==> config.mk <==
export PLATFORM = sky130hd
export DESIGN_NAME = imsic_msi_writer
export DESIGN_NICKNAME = d
export VERILOG_FILES = /design/src/rtl/imsic_msi_pkg.sv /design/src/rtl/imsic_msi_writer_fifo.sv /design/src/rtl/imsic_msi_writer.sv
export SDC_FILE = /design/constraint.sdc
export NUM_CORES = 1
export LEC_CHECK = 0
export CAP_MARGIN = 20
export CORE_UTILIZATION = 55
export DETAILED_ROUTE_END_ITERATION = 10
export PLACE_DENSITY = 0.82
export SLEW_MARGIN = 0
export SYNTH_ARGS = -nofsm -noshare
export SYNTH_HDL_FRONTEND = slang
export SYNTH_HIERARCHICAL = 1
export SYNTH_SLANG_ARGS = --single-unit
==> constraint.sdc <==
create_clock -name i_clk -period 11.91 [get_ports i_clk]
set_input_delay 2.382 -clock i_clk [delete_from_list [all_inputs] [get_ports i_clk]]
set_output_delay 2.382 -clock i_clk [all_outputs]
set_load 0.02 [all_outputs]
==> src/rtl/imsic_msi_pkg.sv <==
// Shared types for the IMSIC MSI writer: FSM states, queued entry layout and
// the AXI-lite request/response structs seen on the master port.
package imsic_msi_pkg;

   localparam logic [63:0] FILE_PAGE   = 64'h1000;
   localparam logic [1:0]  RESP_OKAY   = 2'b00;
   localparam logic [1:0]  RESP_SLVERR = 2'b10;

   typedef enum logic [1:0] {IDLE, ADDR, RESP} state_e;

   typedef struct packed {
      logic [63:0] addr;
      logic [31:0] id;
   } msi_entry_t;

   typedef struct packed {
      logic [63:0] addr;
      logic [2:0]  prot;
   } axi_ax_t;

   typedef struct packed {
      logic [63:0] data;
      logic [7:0]  strb;
   } axi_w_t;

   typedef struct packed {
      logic [1:0] resp;
   } axi_b_t;

   typedef struct packed {
      logic [63:0] data;
      logic [1:0]  resp;
   } axi_r_t;

   typedef struct packed {
      axi_ax_t aw;
      logic    aw_valid;
      axi_w_t  w;
      logic    w_valid;
      logic    b_ready;
      axi_ax_t ar;
      logic    ar_valid;
      logic    r_ready;
   } axi_lite_req_t;

   typedef struct packed {
      logic   aw_ready;
      logic   w_ready;
      logic   b_valid;
      axi_b_t b;
      logic   ar_ready;
      logic   r_valid;
      axi_r_t r;
   } axi_lite_resp_t;

   // Index width that never collapses to zero bits for a single-entry range.
   function automatic int clog2_min1(input int n);
      return (n <= 2) ? 1 : $clog2(n);
   endfunction

endpackage

==> src/rtl/imsic_msi_writer_fifo.sv <==
// Synchronous FIFO for queued MSI entries; pointers carry an extra wrap bit
// so full and empty are distinguished without a separate counter.
module imsic_msi_fifo #(
   parameter int DEPTH = 8,
   parameter int WIDTH = 8
) (
   input  logic             i_clk,
   input  logic             ni_rst,
   input  logic             i_push,
   input  logic [WIDTH-1:0] i_wdata,
   input  logic             i_pop,
   output logic [WIDTH-1:0] o_rdata,
   output logic             o_full,
   output logic             o_empty
);

   localparam int PW = $clog2(DEPTH);

   logic [PW:0]      wptr_q, wptr_d, rptr_q, rptr_d;
   logic [WIDTH-1:0] mem_q [DEPTH];
   logic             do_push, do_pop;

   assign o_full  = (wptr_q[PW] != rptr_q[PW]) && (wptr_q[PW-1:0] == rptr_q[PW-1:0]);
   assign o_empty = (wptr_q == rptr_q);
   assign o_rdata = mem_q[rptr_q[PW-1:0]];
   assign do_push = i_push && !o_full;
   assign do_pop  = i_pop && !o_empty;

   always_comb begin
      wptr_d = wptr_q;
      rptr_d = rptr_q;
      if (do_push) wptr_d = wptr_q + (PW+1)'(1);
      if (do_pop)  rptr_d = rptr_q + (PW+1)'(1);
   end

   always_ff @(posedge i_clk or negedge ni_rst) begin
      if (!ni_rst) begin
         wptr_q <= '0;
         rptr_q <= '0;
      end else begin
         wptr_q <= wptr_d;
         rptr_q <= rptr_d;
      end
   end

   always_ff @(posedge i_clk) begin
      if (do_push) mem_q[wptr_q[PW-1:0]] <= i_wdata;
   end

endmodule

==> src/rtl/imsic_msi_writer.sv <==
// Queued MSI injector: validates (imsic, file, id) requests, buffers them and
// issues each as one AXI-lite write to the target file's seteipnum_le register.
module imsic_msi_writer
   import imsic_msi_pkg::*;
#(
   parameter int          NR_SRC                = 30,
   parameter int          NR_IMSICS             = 4,
   parameter int          NR_VS_FILES_PER_IMSIC = 1,
   parameter int          AXI_ADDR_WIDTH        = 64,
   parameter int          AXI_DATA_WIDTH        = 64,
   parameter int          FIFO_DEPTH            = 8,
   parameter logic [63:0] IMSIC_BASE_ADDR       = 64'h2400_0000,
   parameter logic [63:0] IMSIC_STRIDE          = 64'h8000,
   parameter int          CNT_W                 = 16,
   parameter type         axi_req_t             = axi_lite_req_t,
   parameter type         axi_resp_t            = axi_lite_resp_t,
   localparam int         NR_INTP_FILES         = 2 + NR_VS_FILES_PER_IMSIC,
   localparam int         IMSIC_LEN             = clog2_min1(NR_IMSICS),
   localparam int         INTP_FILE_LEN         = clog2_min1(NR_INTP_FILES),
   localparam int         NR_SRC_LEN            = clog2_min1(NR_SRC)
) (
   input  logic                     i_clk,
   input  logic                     ni_rst,
   input  logic                     i_valid,
   output logic                     o_ready,
   input  logic [IMSIC_LEN-1:0]     i_imsic,
   input  logic [INTP_FILE_LEN-1:0] i_file,
   input  logic [NR_SRC_LEN-1:0]    i_id,
   output axi_req_t                 o_req,
   input  axi_resp_t                i_resp,
   output logic                     o_busy,
   output logic                     o_err,
   output logic [CNT_W-1:0]         o_err_cnt,
   output logic [CNT_W-1:0]         o_drop_cnt
);

   localparam int AW   = AXI_ADDR_WIDTH;
   localparam bit DW64 = (AXI_DATA_WIDTH == 64);

   state_e           state_q, state_d;
   logic             aw_valid_q, aw_valid_d, w_valid_q, w_valid_d;
   logic             aw_done_q, aw_done_d, w_done_q, w_done_d;
   logic [AW-1:0]    awaddr_q, awaddr_d;
   logic [31:0]      wid_q, wid_d;
   logic             err_q, err_d;
   logic [CNT_W-1:0] err_cnt_q, err_cnt_d, drop_cnt_q, drop_cnt_d;

   logic             req_ok, push, drop, pop;
   logic             fifo_full, fifo_empty;
   logic [AW-1:0]    req_addr;
   msi_entry_t       push_entry, pop_entry;
   logic [63:0]      wdata;
   logic [7:0]       wstrb;
   logic             unused_resp;

   assign req_ok = (int'(i_imsic) < NR_IMSICS) && (int'(i_file) < NR_INTP_FILES) &&
                   (i_id != '0) && (int'(i_id) < NR_SRC);
   assign o_ready = !fifo_full;
   assign push    = i_valid && o_ready && req_ok;
   assign drop    = i_valid && o_ready && !req_ok;

   assign req_addr = AW'(IMSIC_BASE_ADDR) + AW'(i_imsic) * AW'(IMSIC_STRIDE)
                   + AW'(i_file) * AW'(FILE_PAGE);
   assign push_entry.addr = 64'(req_addr);
   assign push_entry.id   = 32'(i_id);

   imsic_msi_fifo #(
      .DEPTH (FIFO_DEPTH),
      .WIDTH ($bits(msi_entry_t))
   ) u_fifo (
      .i_clk   (i_clk),
      .ni_rst  (ni_rst),
      .i_push  (push),
      .i_wdata (push_entry),
      .i_pop   (pop),
      .o_rdata (pop_entry),
      .o_full  (fifo_full),
      .o_empty (fifo_empty)
   );

   // AW and W complete independently; the done flags let either order work.
   always_comb begin
      state_d    = state_q;
      aw_valid_d = aw_valid_q;
      w_valid_d  = w_valid_q;
      aw_done_d  = aw_done_q;
      w_done_d   = w_done_q;
      awaddr_d   = awaddr_q;
      wid_d      = wid_q;
      err_d      = 1'b0;
      err_cnt_d  = err_cnt_q;
      pop        = 1'b0;
      case (state_q)
         IDLE: begin
            if (!fifo_empty) begin
               pop        = 1'b1;
               awaddr_d   = pop_entry.addr[AW-1:0];
               wid_d      = pop_entry.id;
               aw_valid_d = 1'b1;
               w_valid_d  = 1'b1;
               aw_done_d  = 1'b0;
               w_done_d   = 1'b0;
               state_d    = ADDR;
            end
         end
         ADDR: begin
            if (aw_valid_q && i_resp.aw_ready) begin
               aw_valid_d = 1'b0;
               aw_done_d  = 1'b1;
            end
            if (w_valid_q && i_resp.w_ready) begin
               w_valid_d = 1'b0;
               w_done_d  = 1'b1;
            end
            if (aw_done_d && w_done_d) state_d = RESP;
         end
         RESP: begin
            if (i_resp.b_valid) begin
               state_d = IDLE;
               if (i_resp.b.resp != RESP_OKAY) begin
                  err_d = 1'b1;
                  if (!(&err_cnt_q)) err_cnt_d = err_cnt_q + CNT_W'(1);
               end
            end
         end
         default: state_d = IDLE;
      endcase
   end

   always_comb begin
      drop_cnt_d = drop_cnt_q;
      if (drop && !(&drop_cnt_q)) drop_cnt_d = drop_cnt_q + CNT_W'(1);
   end

   always_ff @(posedge i_clk or negedge ni_rst) begin
      if (!ni_rst) begin
         state_q    <= IDLE;
         aw_valid_q <= 1'b0;
         w_valid_q  <= 1'b0;
         aw_done_q  <= 1'b0;
         w_done_q   <= 1'b0;
         awaddr_q   <= '0;
         wid_q      <= '0;
         err_q      <= 1'b0;
         err_cnt_q  <= '0;
         drop_cnt_q <= '0;
      end else begin
         state_q    <= state_d;
         aw_valid_q <= aw_valid_d;
         w_valid_q  <= w_valid_d;
         aw_done_q  <= aw_done_d;
         w_done_q   <= w_done_d;
         awaddr_q   <= awaddr_d;
         wid_q      <= wid_d;
         err_q      <= err_d;
         err_cnt_q  <= err_cnt_d;
         drop_cnt_q <= drop_cnt_d;
      end
   end

   // On a 64-bit bus the seteipnum_le word sits in the lane picked by addr[2].
   assign wdata = DW64 ? {wid_q, wid_q} : {32'h0, wid_q};
   assign wstrb = (DW64 && awaddr_q[2]) ? 8'hF0 : 8'h0F;

   always_comb begin
      o_req          = '0;
      o_req.aw.addr  = 64'(awaddr_q);
      o_req.aw.prot  = 3'b000;
      o_req.aw_valid = aw_valid_q;
      o_req.w.data   = wdata;
      o_req.w.strb   = wstrb;
      o_req.w_valid  = w_valid_q;
      o_req.b_ready  = (state_q == RESP);
   end

   assign unused_resp = ^{i_resp.ar_ready, i_resp.r_valid, i_resp.r};

   assign o_busy     = !fifo_empty || (state_q != IDLE);
   assign o_err      = err_q;
   assign o_err_cnt  = err_cnt_q;
   assign o_drop_cnt = drop_cnt_q;

endmodule

* After elaboration in Yosys (flattened, before gate mapping) *
Memory sizes are Yosys's and may differ from the RTL's. A register that Yosys moved wholly into a read port is not among the register bits.
Cells that the tools add are included.
Widths: inputs -> output; s select.

cells by class
  divide/modulo/power cells = 0
  order comparisons = 2
  multiply operators = 0
  $add $sub $neg = 6
  multiplexer cells = 24
  eq/ne operators = 10
  shift operators = 0
  reduce and logical (&&, ||, !) cells = 31
  bitwise logic cells = 2

operators with widths
  cell                    count
  $add 16x1->16 const B   2
  $add 31x14->32          1
  $reduce_and 16->1       2
  $add 30x17->31 const A  1
  $mux 1                  15
  $logic_and 1x1->1       12
  $reduce_and 3->1        3
  $add 4x1->4 const B     2
  $mux 8                  1
  $ne 2x2->1 const B      4
  $pmux 1 s2              4
  $mux 2                  3
  $pmux 2 s3              1
  $reduce_bool 2->1       3
  $logic_not 1->1         5
  $lt 5x5->1 const B      1
  $reduce_bool 5->1       1
  $eq 4x4->1              1
  $reduce_and 2->1        2
  $reduce_and 4->1        1
  $eq 3x3->1              1
  $eq 2x1->1 const B      1
  $eq 2x2->1 const B      1
  $logic_not 2->1         1
  other kinds (5)         6

word-level totals
  register bits after elaboration = 143
  latch bits = 0
  bits in writable memories = 296
  output and inout bits = 246
  bits in read-only memories = 0
  logic and storage cells = 88
  memories kept = 1
  input port bits = 85

memory list
  memory        depth  bits a word  read ports  clocked after memory_dff  wr ports  line                         text
  u_fifo.mem_q  8      37           1           1                         1         imsic_msi_writer_fifo.sv:20  logic [WIDTH-1:0] mem_q [DEPTH];

* Depth between registers and ports, before layout *
  depth after elaboration = 8
  mapped depth = 11
  gate-level depth less buffers = 8

* By module *
The synthesis kept the hierarchy.

modules (own cells, without submodules)
  module            instances  area an instance (um^2)  seq. area each (um^2)  cells each
  imsic_msi_fifo    1          29425.7                  23262.3                1169
  imsic_msi_writer  1          6239.7                   3378.2                 492

* Worst setup path after synthesis *
No wires, ideal clock.

  kind = input -> register
  start = in i_id[2]
  end = mem u_fifo/mem_q[4][0] (netlist bit), enable pin
  stages on the path = 5
  path buffers = 0
  data required time = 11.123 ns
  slack = -1.032 ns
  arrival = 12.155 ns
  cell sequence = nand4_1 -> o211a_4 -> nor2b_1 -> nand2_1 -> nor4_1

between the ends
  word-level cells in the longest chain between the ends = 7

ends and longest elaborated chain
  element                                                             line                         text
  from (decl)                                                         imsic_msi_writer.sv:28       input logic [NR_SRC_LEN-1:0] i_id,
  parallel branches: the longest is 2 deep, another holds $lt 5x5->1  -
  $logic_and 1x1->1 (*)                                               imsic_msi_writer.sv:57       (i_id != '0) && (int'(i_id) < NR_SRC);
  $logic_and 1x1->1 (*)                                               imsic_msi_writer.sv:59       assign push = i_valid && o_ready && req_ok;
  named net push                                                      imsic_msi_writer.sv:48       logic req_ok, push, drop, pop;
  $logic_and 1x1->1 (*)                                               imsic_msi_writer_fifo.sv:26  assign do_push = i_push && !o_full;
  $mux 1 (*)                                                          imsic_msi_writer_fifo.sv:47  if (do_push) mem_q[wptr_q[PW-1:0]] <= i_wdata;
  $mux 1 (not written as such) (*)                                    imsic_msi_writer_fifo.sv:47
  to (decl)                                                           imsic_msi_writer_fifo.sv:20

Mark *: on every way through the listed nets, which the timed path passes.

* Final worst setup path *
  start = reg u_fifo.rptr_q[2]
  end = out o_ready

between the ends
  word-level cells in the longest chain between the ends = 3

ends and longest elaborated chain
  element                 line                         text
  from (decl)             imsic_msi_writer_fifo.sv:19  logic [PW:0] wptr_q, wptr_d, rptr_q, rptr_d;
  from (signal assigned)  imsic_msi_writer_fifo.sv:42  rptr_q <= rptr_d;
  $eq 3x3->1              imsic_msi_writer_fifo.sv:23  assign o_full = (wptr_q[PW] != rptr_q[PW]) && (wptr_q[PW-1:0] == rptr_q[PW-1:0]);
  $logic_and 1x1->1       imsic_msi_writer_fifo.sv:23
  named net fifo_full     imsic_msi_writer.sv:49       logic fifo_full, fifo_empty;
  $logic_not 1->1         imsic_msi_writer.sv:58       assign o_ready = !fifo_full;
  to (decl)               imsic_msi_writer.sv:25       output logic o_ready,

The timed path passes the listed nets, and every way through them passes these cells.

==> impl_results.md <==
- Total CTS buffers: 88
- Total wire length: 66600 um
- Minimum clock period: 5.99 ns
- Largest net degree at the start of global routing: 116
- Seq/Total Area, Yosys: 74.7%
- Starting density of the core: 56.1%
- Yosys reg bits: 911
- Setup bufs post-CTS: 0
- YS warnings: 6
- Final Hold Fails: 0
- Async S/R FF share, synth: 15.7%
- Final instance area: 0.0435 mm2
- Maxcap violations: 0
- Run status: finished, final reports clean
- Worst IR Drop VDD: 0.245 mV
- Hold WC Path Type: flop to flop
- Die height: 257 um
- Clk slew on worst S/H paths: 0.06 ns
- H-tree depth: 3
- Nets: 2642
- CTS Sinks: 911
- Initial antenna violation count: 0
- Vias per inst: 4.90
- CTS Root Cell: clkbuf_16
- Mapped Area: 0.0357 mm2
- Hold buffers post-CTS: 0
- Critical Path AT: 3.61 ns
- Core Region: 0.0635 mm2
- Diodes inserted: 0
- Synth-to-Final Area Change: 22.0%
- Initial DRC Count: 1291
- EDFF count, synth: 768
- Final worst path period share: 50.3%
- Port bufs: 190
- Final setup fails: 0
- Synth cell types: 46
- Power Dens Cells: 241 mW/mm2
- Synth Area in Compound Gates: 0.579%
- GRT overflow: 0
- TNS Setup: 0 ns
- Combinational family with the most area after synthesis: multiplexers
- Post-Synth XOR/XNOR Area: 0.972%
- Startpoint type of the worst setup path: flop
- Max-slew violations: 0
- Layout cells sized above 1: 21.7%
- DRT Pass-1 Iters: 7
- Critical Path Sink Type: output pin
- Top Ports: 331
- Fmax: 0.167 GHz
- Vias: 17000
- Synth Instances: 1661
- Rel. slew slack: 26.0%
- Hpwl dp: 36600 um
- DIE WIDTH: 257 um
- Num rows: 92
- Global-route wire length before repair: 103000 um
- Simple-Gate Fraction of Synth Area: 1.58%
- GRT Total Usage: 20.8%
- Adder-Cell Fraction of Synth Area: 0.140%
- DIE AREA: 0.0659 mm2
- Required @ worst endpoint: 9.53 ns
- DR DRC count: 0
- Final GP Congestion: 0.786
- Clk Latency, worst-skew pair: 0.65 ns
- Critical path fanouts, max: 52
- Worst Skew: 0.0364 ns
- ANT nets after route: 0
- Most frequent cells in the layout: conb_1, edfxtp_1, mux2_2
- Leakage: 15.8 nW
- Crit Path Class: flop to output pin
- # resized after CTS: 0
- Mux contribution to synthesized area: 18.3%
- RSZ-0062 raised after global routing: false
- CTS Buffer Depth: 3
- Top FF cell, synth: edfxtp_1
- Slew @ Worst Pin: 1.11 ns
- Vias in the first global route: 18300
- Placed Area: 0.0405 mm2
- Worst hold slack: 0.503 ns
- CTS tree: yes
- Mean Syn Cell Area: 21.5 um2
- Drt wl/cell: 19.2 um
==> worst max-delay path, cell delays in order, from the launching register on <==
cell and delay (ns):
dfrtp_4 1.08, xor2_2 0.34, nor4_2 0.75, inv_1 0.20, clkdlybuf4s50_1 0.60
==> worst paths after layout <==
kind	startpoint	to	slack [ns]	cells past startpoint
setup / recovery	u_fifo/rptr_q[2]$_DFFE_PN0P_	o_ready	5.92	4
hold / removal	awaddr_q[13]$_DFFE_PN0P_	awaddr_q[13]$_DFFE_PN0P_	0.50	1
setup reg to reg	u_fifo/rptr_q[2]$_DFFE_PN0P_	u_fifo/mem_q[0][18]$_DFFE_PP_	6.95	11
hold reg to reg	awaddr_q[13]$_DFFE_PN0P_	awaddr_q[13]$_DFFE_PN0P_	0.50	1
max in group asynchronous	ni_rst	o_drop_cnt[10]$_DFFE_PN0P_	8.91	3
min in group asynchronous	ni_rst	awaddr_q[32]$_DFFE_PN0P_	1.80	1
==> metal layers <==
layer	part of all wire, %	up-vias	wire length (um)	track usage (%)
met5	0	-	0	0
met4	2.2	0	1480	6.78
met3	5.4	103	3610	3.46
met2	53	477	35600	36.9
met1	39	8809	25900	26.1
li1	-	7629	-	-
==> metrics by stage <==
step	std cells	setup WS, ns	power [mW]	util, %
floorplan	2427	1.48	6.83	-
global placement	3307	5.56	7.70	63.8
detailed placement	3307	5.48	7.82	63.8
CTS	3471	5.90	10.6	68.4
global route	3473	5.74	10.9	68.5
finish	3473	5.92	10.5	68.5
==> cell type report <==
type	instances	area, um2
Fill cell	3931	20000
Multi-Input combinational cell	1326	10700
Clock buffer	128	2530
Inverter	7	26.3
Timing Repair Buffer	219	2170
Tap cell	846	1060
Clock inverter	36	394
Sequential cell	911	26700
==> flip-flops by register name, indices dropped and copies added, names as in the netlist, 2 cells and up <==
name / flops
o_err_cnt: 16
u_fifo/wptr_q: 4
o_drop_cnt: 16
awaddr_q: 64
u_fifo/rptr_q: 4
wid_q: 32
state_q: 2
u_fifo/mem_q: 768
==> logic make-up after synthesis <==
family          after synthesis
flops                       911
buf+inv                     190
other cells                   2
fa+ha+maj                     4
mux                         389
xor+xnor                     37
compound gates               26
simple gates                102
==> cell usage after synthesis, types with 2 or more instances <==
| cell | number | area, um2 |
|---|---|---|
| a21oi_1 | 6 | 30.0 |
| a31oi_1 | 2 | 12.5 |
| and2_1 | 3 | 18.8 |
| and3_1 | 4 | 25.0 |
| and4_1 | 4 | 35.0 |
| buf_1 | 2 | 7.51 |
| buf_2 | 36 | 180 |
| buf_4 | 113 | 848 |
| buf_6 | 17 | 191 |
| clkbuf_1 | 15 | 56.3 |
| conb_1 | 2 | 7.51 |
| dfrtp_1 | 143 | 3580 |
| edfxtp_1 | 768 | 23100 |
| ha_1 | 4 | 50.1 |
| inv_1 | 7 | 26.3 |
| mux2_1 | 2 | 22.5 |
| mux2_2 | 195 | 2200 |
| mux4_2 | 192 | 4320 |
| nand2_1 | 22 | 82.6 |
| nand2b_1 | 2 | 12.5 |
| nand3_1 | 15 | 75.1 |
| nand4_1 | 18 | 113 |
| nor2_1 | 17 | 63.8 |
| nor2b_1 | 3 | 18.8 |
| nor3_1 | 5 | 25.0 |
| nor4_1 | 2 | 12.5 |
| o21ai_0 | 4 | 20.0 |
| o311ai_0 | 2 | 17.5 |
| o311ai_1 | 2 | 17.5 |
| o41ai_1 | 3 | 26.3 |
| o41ai_2 | 2 | 32.5 |
| xnor2_1 | 30 | 263 |
| xor2_1 | 4 | 35.0 |
| xor2_2 | 3 | 48.8 |
==> report_power, final <==
part	internal [mW]	switching, mW	total [mW]
clock	1.60	1.16	2.75
sequential	4.02	0.324	4.34
combinational	1.72	1.67	3.39
No activity file was read; power rests on OpenSTA's default activity.
